**config.mk**
```make
export PLATFORM = sky130hd
export DESIGN_NAME = exu_mul_4
export DESIGN_NICKNAME = d
export VERILOG_FILES = /design/src/rtl/exu_mul_4.sv
export SDC_FILE = /design/constraint.sdc
export NUM_CORES = 2
export LEC_CHECK = 0
export ABC_AREA = 0
export ABC_CLOCK_PERIOD_IN_PS = 25900
export CAP_MARGIN = 5
export CORE_MARGIN = 2
export CORE_UTILIZATION = 40
export CTS_CLUSTER_DIAMETER = 120
export CTS_CLUSTER_SIZE = 12
export DETAILED_ROUTE_END_ITERATION = 8
export PLACE_DENSITY = 0.66
export REMOVE_ABC_BUFFERS = 1
export SYNTH_ARGS = -nofsm -noshare
export SYNTH_HDL_FRONTEND = slang
export SYNTH_SLANG_ARGS = --single-unit
```
**constraint.sdc**
```tcl
create_clock -name clk -period 25.9 [get_ports clk]
set_input_delay 3.885 -clock clk [delete_from_list [all_inputs] [get_ports clk]]
set_output_delay 3.885 -clock clk [all_outputs]
set_load 0.03 [all_outputs]
```
**src/rtl/exu_mul_4.sv**
```systemverilog
// Single-issue integer multiply unit (MUL/MULH/MULHSU/MULHU): IDLE -> BUSY for MUL_LAT cycles -> DONE until the ROB takes the fill.
// Optional build macro EXU_MUL_4_EARLY_ZERO_EN: zero-operand ops skip BUSY and complete the cycle after accept.
module exu_mul_4 #(
  parameter int XLEN      = 32,
  parameter int ROB_IDX_W = 6,
  parameter int MUL_LAT   = 4
) (
  input  logic                 clk,
  input  logic                 rstn,
  input  logic                 flush,
  input  logic                 in_valid,
  output logic                 in_ready,
  input  logic [1:0]           in_op,
  input  logic [XLEN-1:0]      in_src1,
  input  logic [XLEN-1:0]      in_src2,
  input  logic [ROB_IDX_W-1:0] in_rob_idx,
  output logic                 fill_valid,
  input  logic                 fill_ready,
  output logic [ROB_IDX_W-1:0] fill_rob_idx,
  output logic [XLEN-1:0]      fill_data,
  output logic                 busy
);

  typedef enum logic [1:0] {S_IDLE, S_BUSY, S_DONE} state_t;

  localparam logic [3:0] CNT_LAST = 4'(MUL_LAT - 1);

  state_t               state_q, state_d;
  logic [3:0]           cnt_q, cnt_d;
  logic [1:0]           op_q, op_d;
  logic [XLEN-1:0]      src1_q, src1_d, src2_q, src2_d, res_q, res_d;
  logic [ROB_IDX_W-1:0] tag_q, tag_d;

  logic                 accept;
  logic                 a_sgn, b_sgn;
  logic [2*XLEN-1:0]    a_ext, b_ext, prod;
  logic [XLEN-1:0]      prod_sel;

  assign in_ready     = (state_q == S_IDLE) && !flush;
  assign accept       = in_valid && in_ready;
  assign fill_valid   = (state_q == S_DONE);
  assign busy         = (state_q != S_IDLE);
  assign fill_data    = res_q;
  assign fill_rob_idx = tag_q;

  // Sign-extend to 2*XLEN; the truncated product is exact for every signedness mix.
  assign a_sgn    = (op_q == 2'b01) || (op_q == 2'b10);
  assign b_sgn    = (op_q == 2'b01);
  assign a_ext    = {{XLEN{a_sgn & src1_q[XLEN-1]}}, src1_q};
  assign b_ext    = {{XLEN{b_sgn & src2_q[XLEN-1]}}, src2_q};
  assign prod     = a_ext * b_ext;
  assign prod_sel = (op_q == 2'b00) ? prod[XLEN-1:0] : prod[2*XLEN-1:XLEN];

  always_comb begin
    state_d = state_q;
    cnt_d   = cnt_q;
    op_d    = op_q;
    src1_d  = src1_q;
    src2_d  = src2_q;
    tag_d   = tag_q;
    res_d   = res_q;
    unique case (state_q)
      S_IDLE: begin
        if (accept) begin
          op_d    = in_op;
          src1_d  = in_src1;
          src2_d  = in_src2;
          tag_d   = in_rob_idx;
          cnt_d   = '0;
          state_d = S_BUSY;
`ifdef EXU_MUL_4_EARLY_ZERO_EN
          if ((in_src1 == '0) || (in_src2 == '0)) begin
            res_d   = '0;
            state_d = S_DONE;
          end
`endif
        end
      end
      S_BUSY: begin
        cnt_d = cnt_q + 4'd1;
        if (cnt_q == CNT_LAST) begin
          res_d   = prod_sel;
          state_d = S_DONE;
        end
      end
      S_DONE: begin
        if (fill_ready) state_d = S_IDLE;
      end
      default: state_d = S_IDLE;
    endcase
    // Flush wins over everything; a squashed op never reaches DONE.
    if (flush) begin
      state_d = S_IDLE;
      cnt_d   = '0;
    end
  end

  always_ff @(posedge clk or negedge rstn) begin
    if (!rstn) begin
      state_q <= S_IDLE;
      cnt_q   <= '0;
      op_q    <= '0;
      src1_q  <= '0;
      src2_q  <= '0;
      tag_q   <= '0;
      res_q   <= '0;
    end else begin
      state_q <= state_d;
      cnt_q   <= cnt_d;
      op_q    <= op_d;
      src1_q  <= src1_d;
      src2_q  <= src2_d;
      tag_q   <= tag_d;
      res_q   <= res_d;
    end
  end

endmodule

```
==> results_tabular.tex <==
\begin{tabular}{lr}
\hline
Metric & Value \\
\hline
\multicolumn{2}{l}{\textbf{STA}} \\
\quad Post-route worst setup slack & 16,240 ps \\
\quad RSZ-0062 raised after global routing & no \\
\quad Slew at the pin closest to its max-slew limit & 1040 ps \\
\quad Final critical path time including I/O delays and setup & $\sim$9700 ps \\
\quad Rel. slew slack & 0.306 \\
\quad Ratio of final minimum period to clock period & 0.373 \\
\quad Final hold violation count & 0 \\
\quad Number of max-slew violations in the final report & 0 \\
\quad Fmax & $\sim$100 MHz \\
\quad Post-route clock skew & $\sim$31 ps \\
\quad Post-route setup TNS & 0 ps \\
\quad Number of setup violations in the final report & 0 \\
\multicolumn{2}{l}{\textbf{Clock network}} \\
\quad CTS clock-pin slew for the worst setup and hold paths & 120 ps \\
\quad Clock root cell & sky130\_fd\_sc\_hd\_\_clkbuf\_16 \\
\quad Total clock sinks & 110 \\
\quad CTS max path bufs & 2 \\
\quad Hold buffers post-CTS & 0 \\
\quad Clock tree from TritonCTS & yes \\
\quad Number of buffers created by CTS & 9 \\
\quad Clock insertion delay at the later pin of the skew report & approximately 440 ps \\
\quad Number of buffers inserted by post-CTS setup repair & 0 \\
\quad Gates resized, CTS repair & 0 \\
\quad H-tree depth & 3 \\
\multicolumn{2}{l}{\textbf{Route}} \\
\quad Final routed DRC violation total & 0 \\
\quad Number of detailed-route iterations in the first pass & 7 \\
\quad Vias & approximately 31,000 \\
\quad Residual antenna-violating net count after detailed routing & 0 \\
\quad Iter 0 DRT Violations & $\sim$2,100 \\
\quad Total wire length after detailed routing & between 100 and 150 mm \\
\quad WL per Instance & $\sim$21 um \\
\quad Vias/cell & roughly 5.2 \\
\multicolumn{2}{l}{\textbf{Setup path}} \\
\quad Buf+Inv Stages, Crit Path & 6 \\
\quad Worst Path Required & $\sim$26,000 ps \\
\quad Most frequent cell on the critical path & sky130\_fd\_sc\_hd\_\_fa\_1 \\
\quad Endpoint of the worst register-to-register path & fill\_data[26]\$\_DFFE\_PN0P\_ \\
\quad Worst setup path class & reg -> reg \\
\quad Kind of start point of the critical path & flip-flop \\
\quad Worst reg2reg startpoint & op\_q[0]\$\_DFFE\_PN0P\_ \\
\quad Peak per-stage delay on the critical path & 730 ps \\
\quad Critical path data arrival time & around 9900 ps \\
\quad R2R setup slack & between 15,000 and 20,000 ps \\
\quad Peak fanout along the critical path & 18 \\
\quad Length in cells of the worst reg-to-reg path & 28 \\
\quad CP delay by family, top & adder cells \\
\quad Critical path endpoint category & flip-flop \\
\quad Slowest cell on the critical path & sky130\_fd\_sc\_hd\_\_and2\_1 \\
\multicolumn{2}{l}{\textbf{Place}} \\
\quad Placer Congestion & approximately 0.91 \\
\quad Quantity of I/O buffers inserted on ports & about 120 \\
\quad Detailed placement HPWL & 97.9 mm \\
\quad Inst Count DP & slightly below 6,000 \\
\quad Placement Cell Area & 0.0450 mm2 \\
\quad Worst setup timing slack at the placement stage & approximately 16,000 ps \\
\multicolumn{2}{l}{\textbf{Cells and area}} \\
\quad \# nets final & around 6,000 \\
\quad Final instance area & between 0.04 and 0.05 mm2 \\
\quad Fin cells & a little under 6,000 \\
\quad Area growth from synthesis to layout & 6.22\% \\
\quad Fraction of layout instances using a drive strength above 1 & 0.0440 \\
\quad Number of antenna cells inserted & 0 \\
\multicolumn{2}{l}{\textbf{Min path}} \\
\quad Number of cells traversed by the worst hold path & 2 \\
\quad Type of the worst min-delay path & reg -> reg \\
\quad Startpoint of the tightest hold check path & fill\_data[3]\$\_DFFE\_PN0P\_ \\
\quad Hold Path End & fill\_data[3]\$\_DFFE\_PN0P\_ \\
\multicolumn{2}{l}{\textbf{Floorplan}} \\
\quad Number of primary I/O pins & roughly 120 \\
\quad Area of the die & 0.109 mm2 \\
\quad Effective utilization at floorplan & 0.404 \\
\quad Rows & roughly 120 \\
\quad Core region area & 0.106 mm2 \\
\quad Die H & between 300 and 400 um \\
\quad Floorplan die width & about 330 um \\
\multicolumn{2}{l}{\textbf{Synthesis}} \\
\quad Post-synthesis adder-cell area fraction & 0.591 \\
\quad Synth async-reset ratio & 1.00 \\
\quad Synth unique cells & 70 \\
\quad Sequential share of the synthesized area & 0.0645 \\
\quad Number of synthesized flops with an enable pin & 0 \\
\quad Dominant register cell in the synthesized netlist & sky130\_fd\_sc\_hd\_\_dfrtp\_1 \\
\quad Post-Synth XOR/XNOR Area & 0.0146 \\
\quad Area contributors post-synth & sky130\_fd\_sc\_hd\_\_fa\_1 (53\%), sky130\_fd\_sc\_hd\_\_inv\_1 (11\%), sky130\_fd\_sc\_hd\_\_nand2\_1 (7.4\%) \\
\quad Largest family of logic cells by synthesized area & adder cells \\
\quad Area share of and/or/nand/nor cells after synthesis & 0.138 \\
\quad Avg Inst Size Synth & roughly 9 um2 \\
\quad Area share of the largest cell type after synthesis & 0.528 \\
\quad Number of synthesis warnings & 0 \\
\quad Top-count cell post-synth & sky130\_fd\_sc\_hd\_\_inv\_1 \\
\quad Commonest cells in the synthesized netlist & sky130\_fd\_sc\_hd\_\_inv\_1 (1,194), sky130\_fd\_sc\_hd\_\_fa\_1 (1,125), sky130\_fd\_sc\_hd\_\_nand2\_1 (843) \\
\quad Compound-cell area share of the yosys netlist & 0.0434 \\
\quad Number of storage elements in the synthesis netlist & 110 \\
\quad Post-synthesis mux area share & 0.0192 \\
\quad Area of the mapped netlist & between 0.04 and 0.05 mm2 \\
\quad Library cell with the largest summed area after synthesis & sky130\_fd\_sc\_hd\_\_fa\_1 \\
\quad Post-synthesis instance total & 4,649 \\
\multicolumn{2}{l}{\textbf{Job}} \\
\quad Number of maximum-capacitance violations & 0 \\
\multicolumn{2}{l}{\textbf{Run status}} \\
\quad Outcome & completed \\
\multicolumn{2}{l}{\textbf{Global route}} \\
\quad Overflow left after global routing & 0 \\
\quad GRT Util Overall & 0.244 \\
\quad Number of global-route vias before repair & $\sim$35,000 \\
\quad First-pass GRT wire length & 201 mm \\
\quad Number of antenna violations at the first check in global routing & 2 \\
\quad Pin count of the biggest net entering global routing & 75 \\
\hline
\end{tabular}
==> final cells by class <==
cell class / instances / area (um2)
Sequential cell: 110 / 2780
Timing Repair Buffer: 172 / 1580
Tap cell: 1391 / 1740
Multi-Input combinational cell: 3073 / 34400
Clock inverter: 7 / 86.3
Fill cell: 10182 / 60300
Inverter: 1194 / 4480
Clock buffer: 9 / 225
==> worst reg2reg max path: cells and delay by family (launching register included) <==
kind / cells / cell delay (ps)
xor+xnor: 1 / 250
buf+inv: 6 / 840
compound gates: 5 / 1000
simple gates: 6 / 1900
flops: 1 / 370
fa+ha+maj: 10 / 5150
==> kinds of logic (layout without fill, tap and decap cells) <==
kind of cell	count (synthesis)	in the layout
AO/OA/AOI/OAI	282	282
XOR/XNOR	71	71
adder cells (fa/ha/maj)	1340	1340
buffers and inverters	1466	1382
flip-flops	110	110
multiplexers	73	73
AND/OR/NAND/NOR	1307	1307
==> per-layer routing <==
| layer | routed length, um | global-route usage | vias to the layer above |
|---|---|---|---|
| met3 | 10600 | 0.0435 | 304 |
| met1 | 49100 | 0.314 | 16358 |
| met4 | 6680 | 0.109 | 0 |
| met5 | 0 | 0 | - |
| met2 | 59300 | 0.403 | 1356 |
| li1 | - | - | 13128 |
==> metrics by stage <==
step	util	hold WS, ps
2_1_floorplan	-	522
5_1_grt	0.429	511
4_1_cts	0.429	500
3_5_place_dp	0.426	474
3_3_place_gp	0.426	468
6_report	0.429	490
==> flip-flops by register name, summed over array words and instances, names as in the netlist <==
register,count
src1_q,32
op_q,2
fill_data,32
fill_rob_idx,6
cnt_q,4
state_q,2
src2_q,32
==> placed cells by master, fill, tap and decap left out, types with 55 or more instances in the layout <==
cell / n
sky130_fd_sc_hd__a21oi_1: 77
sky130_fd_sc_hd__nor2_1: 74
sky130_fd_sc_hd__ha_1: 214
sky130_fd_sc_hd__fa_1: 1125
sky130_fd_sc_hd__dfrtp_1: 86
sky130_fd_sc_hd__and2_1: 273
sky130_fd_sc_hd__o21ai_0: 55
sky130_fd_sc_hd__buf_4: 56
sky130_fd_sc_hd__mux2_2: 70
sky130_fd_sc_hd__nand2_1: 842
sky130_fd_sc_hd__inv_1: 1194
sky130_fd_sc_hd__clkdlybuf4s50_1: 116
==> worst max-delay path by stage <==
stage | end | cells past startpoint | slack [ps] | start
5_1_grt | fill_data[28]$_DFFE_PN0P_ | 28 | 15710 | op_q[0]$_DFFE_PN0P_
4_1_cts | fill_data[26]$_DFFE_PN0P_ | 28 | 16390 | op_q[0]$_DFFE_PN0P_
2_1_floorplan | in_ready | 1 | 17400 | flush
3_5_place_dp | fill_data[26]$_DFFE_PN0P_ | 28 | 16440 | op_q[0]$_DFFE_PN0P_
3_3_place_gp | fill_data[26]$_DFFE_PN0P_ | 28 | 16420 | op_q[0]$_DFFE_PN0P_
6_report | fill_data[26]$_DFFE_PN0P_ | 28 | 16240 | op_q[0]$_DFFE_PN0P_
Power is left out: the tool's default activity adds up to more than one toggle a clock period on the data nets, which glitch-free logic cannot reach.
